===== src/rtl/upower_fetch_queue.sv =====
// Instruction fetch queue: one outstanding word fetch at a time, a DEPTH-entry
// FIFO of {instruction, pc} pairs, and redirect flushing with stale-response discard.
module upower_fetch_queue #(
    parameter int unsigned DEPTH    = 4,
    parameter logic [31:0] RESET_PC = 32'd0
) (
    input  logic        clock,
    input  logic        reset,
    output logic        imem_req,
    output logic [31:0] imem_addr,
    input  logic        imem_valid,
    input  logic [31:0] imem_data,
    input  logic        redirect,
    input  logic [31:0] redirect_pc,
    output logic        instr_valid,
    input  logic        instr_ready,
    output logic [31:0] instr_out,
    output logic [31:0] instr_pc,
    output logic [4:0]  queue_count
);

    localparam int unsigned AW      = (DEPTH > 1) ? $clog2(DEPTH) : 1;
    localparam logic [4:0]  DEPTH_C = 5'(DEPTH);

    logic [31:0]   mem_instr_q [DEPTH];
    logic [31:0]   mem_pc_q    [DEPTH];

    logic [31:0]   fetch_pc_q, fetch_pc_d;
    logic [31:0]   req_addr_q, req_addr_d;
    logic          in_flight_q, in_flight_d;
    logic          discard_q, discard_d;
    logic [AW-1:0] head_q, head_d;
    logic [AW-1:0] tail_q, tail_d;
    logic [4:0]    count_q, count_d;

    logic          issue_s;
    logic          pop_s;
    logic          push_s;

    // A response is only accepted for a request this block actually issued, which
    // also drops anything that shows up right after reset.
    assign issue_s = !reset && !redirect && !in_flight_q && (count_q < DEPTH_C);
    assign pop_s   = (count_q != 5'd0) && instr_ready;
    assign push_s  = imem_valid && in_flight_q && !discard_q && ((count_q < DEPTH_C) || pop_s);

    assign imem_req    = issue_s;
    assign imem_addr   = fetch_pc_q;
    assign instr_valid = (count_q != 5'd0);
    assign instr_out   = mem_instr_q[head_q];
    assign instr_pc    = mem_pc_q[head_q];
    assign queue_count = count_q;

    // Next-state computation; redirect wins over any push/pop in the same cycle.
    always_comb begin
        fetch_pc_d  = fetch_pc_q;
        req_addr_d  = req_addr_q;
        in_flight_d = issue_s;
        discard_d   = 1'b0;
        head_d      = head_q;
        tail_d      = tail_q;
        count_d     = count_q;
        if (redirect) begin
            fetch_pc_d = redirect_pc;
            head_d     = '0;
            tail_d     = '0;
            count_d    = 5'd0;
            discard_d  = in_flight_q && !imem_valid;
        end else begin
            if (issue_s) begin
                fetch_pc_d = fetch_pc_q + 32'd1;
                req_addr_d = fetch_pc_q;
            end else begin
                fetch_pc_d = fetch_pc_q;
            end
            if (push_s) begin
                tail_d = tail_q + 1'b1;
            end else begin
                tail_d = tail_q;
            end
            if (pop_s) begin
                head_d = head_q + 1'b1;
            end else begin
                head_d = head_q;
            end
            case ({push_s, pop_s})
                2'b10:   count_d = count_q + 5'd1;
                2'b01:   count_d = count_q - 5'd1;
                default: count_d = count_q;
            endcase
        end
    end

    // Control state registers with synchronous reset.
    always_ff @(posedge clock) begin
        if (reset) begin
            fetch_pc_q  <= RESET_PC;
            req_addr_q  <= RESET_PC;
            in_flight_q <= 1'b0;
            discard_q   <= 1'b0;
            head_q      <= '0;
            tail_q      <= '0;
            count_q     <= 5'd0;
        end else begin
            fetch_pc_q  <= fetch_pc_d;
            req_addr_q  <= req_addr_d;
            in_flight_q <= in_flight_d;
            discard_q   <= discard_d;
            head_q      <= head_d;
            tail_q      <= tail_d;
            count_q     <= count_d;
        end
    end

    // Queue storage write at the tail; contents need no reset since count gates validity.
    always_ff @(posedge clock) begin
        if (!reset && !redirect && push_s) begin
            mem_instr_q[tail_q] <= imem_data;
            mem_pc_q[tail_q]    <= req_addr_q;
        end
    end

endmodule

===== config.mk =====
export PLATFORM = sky130hd
export DESIGN_NAME = upower_fetch_queue
export DESIGN_NICKNAME = d
export VERILOG_FILES = /design/src/rtl/upower_fetch_queue.sv
export SDC_FILE = /design/constraint.sdc
export NUM_CORES = 1
export LEC_CHECK = 0
export CORE_AREA = 4 4 213 163
export DETAILED_ROUTE_END_ITERATION = 6
export DIE_AREA = 0 0 217 167
export DONT_BUFFER_PORTS = 1
export GPL_TIMING_DRIVEN = 0
export SYNTH_ARGS = -nofsm -noshare
export SYNTH_HDL_FRONTEND = slang
export SYNTH_SLANG_ARGS = --single-unit

===== constraint.sdc =====
create_clock -name clock -period 7.59 [get_ports clock]
set_clock_uncertainty 0.05 [all_clocks]
set_input_delay 0.759 -clock clock [delete_from_list [all_inputs] [get_ports clock]]
set_output_delay 0.759 -clock clock [all_outputs]
set_load 0.02 [all_outputs]

==> metrics.csv <==
metric,value,unit
die height,167,um
path type of the worst setup path,reg -> out,
RSZ-0062 raised after global routing,no,
most frequent cells in the layout,"256 x edfxtp_1, 86 x nand2_1, 77 x dfxtp_1, 64 x mux4_2, 38 x clkbuf_1",
1st-iter DRT viols,511,
clock buffer count from CTS,34,
worst r2r src,queue_count[2],
CORE AREA,0.0324,sq mm
CP max stage cell,clkbuf_1,
"Largest stage delay, worst path",0.86,ns
post-synthesis cell type count,47,
R2R cell count,9,
status,"complete, no violations",
Final ANT Viol Nets,0,
Lkg Pwr,4.61,nW
Cell Pwr Density,258,mW/mm^2
Main synth FF type,edfxtp_1,
Die Area,0.0362,sq mm
fin crit period,3.71,ns
largest net degree at the start of global routing,49,
number of buffers and inverters on the critical path,2,
synthesized cell area,0.0129,sq mm
Ys Warns,0,
Worst EP required,6.78,ns
DP Worst Slack,4.14,ns
sequential share of the synthesized area,0.718,
Filler Cell Count,2853,
CP top delay family,buffers and inverters,
Post-synth EDFFs,256,
Clock Latency Late Sink,0.52,ns
Post-DP HPWL,21300,um
fin nets,903,
Worst VDD drop,0.150,mV
"Setup violations, final",0,
Layout area overhead,13.7,%
Max-Cap Viols,0,
final worst setup slack,3.88,ns
"Async S/R FF share, synth",0,
Register Area,0.00923,sq mm
CP Capture Type,output pin,
RePlAce Congestion,0.820,
"commonest non-fill, non-tap cell in the layout",edfxtp_1,
DRC,0,
Routed WL per cell,24.3,um
clock buffer depth,3,
measured slew at the worst slew-check pin,1.16,ns
final non-filler cell total,1294,
hold depth,1,
I/O Buffers,0,
"FF+latch count, synth",333,
period utilization,0.489,
startpoint types,flop,
Multi-input gate area,0.00342,sq mm
CP arrival,2.90,ns
hold path endpoint,discard_q,
HP Start,imem_valid,
I/O pin count,172,
Slew HR,0.227,
clk sinks,333,
fmax,0.269,GHz
DP Cell Count,1231,
type of the worst min-delay path,in -> reg,
WHS,0.280,ns
TNS Setup,0,ns
Worst-path clk slew,0.06,ns
setup repair bufs after CTS,0,
Final Hold Vio Count,0,
GRT Util Overall,0.172,
RR Endpoint,queue_count[4],
CP max FO,10,
cts repair resizes,0,
# H-tree levels,2,
number of global-route vias before repair,6914,
routed wire length,31400,um
Avg Inst Size Synth,16.4,sq um
first-pass GRT wire length,46700,um
share of layout cells above drive strength 1,0.165,
num rows,57,
Initial Utilization,0.397,
initial antenna violation count,6,
Syn Nets,863,
clock tree from TritonCTS,built,
Avg Vias per Cell,5.40,
Die Width,217,um
GRT overflow,0,
Post-Syn Instances,785,
CP Cell Sequence,clkbuf_1 > buf_2 > mux4_2,
DR vias,6990,
Detailed Routing Iterations Pass 1,5,
Slew Limit Fails,0,
CTS root buffer,clkbuf_16,
CTS Hold Bufs,0,
R2R setup slack,5.01,ns
final cells by class:
type                            count  share of cell area
Clock buffer                       45              0.0645
Clock inverter                     14             0.00899
Antenna cell                        4            0.000685
Buffer                             44              0.0125
Timing Repair Buffer                4             0.00753
Sequential cell                   333               0.631
Multi-Input combinational cell    397               0.234
Tap cell                          442              0.0378
Inverter                           11             0.00282
how the worst max path moves through the flow:
stage | depth (start not counted) | slack, ns | to | from
6_report | 3 | 3.88 | instr_pc[20] | flop
5_1_grt | 3 | 3.75 | instr_pc[20] | flop
4_1_cts | 3 | 3.80 | instr_pc[20] | flop
3_5_place_dp | 7 | 4.14 | mem_instr_q[2][28] | redirect
3_3_place_gp | 6 | 2.12 | mem_instr_q[1][28] | redirect
2_1_floorplan | 6 | 4.04 | mem_instr_q[0][0] | redirect
sequential cells by signal, indices dropped and copies added (netlist names), named ones only:
signal and cells:
mem_pc_q 128, queue_count 5, req_addr_q 32, tail_q 2
in_flight_q 1, imem_addr 32, head_q 2, discard_q 1
mem_instr_q 128
Yosys cell counts (6+ instances only):
master    instances  area [sq um]
mux4_2           64          1440
inv_1            10          37.5
nand2_1          86           323
nor2_1           21          78.8
a21oi_1          19          95.1
xor2_1            8          70.1
xnor2_1          12           105
clkbuf_1         31           116
o22ai_1          12          75.1
buf_2             8          40.0
dfxtp_1          77          1540
nand4_1          12          75.1
o21ai_0          35           175
nand3_1          17          85.1
a31oi_1          20           125
or3_1             9          56.3
and2_1           15          93.8
and3_1           11          68.8
ha_1              8           100
edfxtp_1        256          7690
o211ai_1          6          45.0
per-layer routing:
metal  GRT usage  up-vias  share of wire
met5           0        -        0.00041
met4      0.0492        4          0.018
met3      0.0729       39          0.096
met2       0.258      229           0.46
met1       0.230     3554           0.42
li1            -     3164              -
power breakdown:
group | switching, mW | internal [mW]
clock | 0.669 | 0.945
combinational | 0.0801 | 0.0421
sequential | 0.0564 | 1.98
cell families (layout without fill, tap and decap cells):
family                   after synthesis  count (layout)  share of synthesized area
flip-flops                           333             333                      0.718
AO/OA/AOI/OAI                        110             110                     0.0518
AND/OR/NAND/NOR                      190             190                     0.0747
multiplexers                          68              68                      0.115
adder cells (fa/ha/maj)                9               9                    0.00934
other                                  0               4                          0
buffers and inverters                 55             118                     0.0174
XOR/XNOR                              20              20                     0.0136
metrics by stage:
stage               utilization  instance area [sq um]  total power [mW]
floorplan                     -                  12900              2.15
global placement          0.414                  13400              2.20
detailed placement        0.418                  13500              2.20
CTS                       0.451                  14600              3.82
global route              0.451                  14600              3.91
finish                    0.451                  14600              3.77
Note: power is estimated with default switching activity, not from simulation.
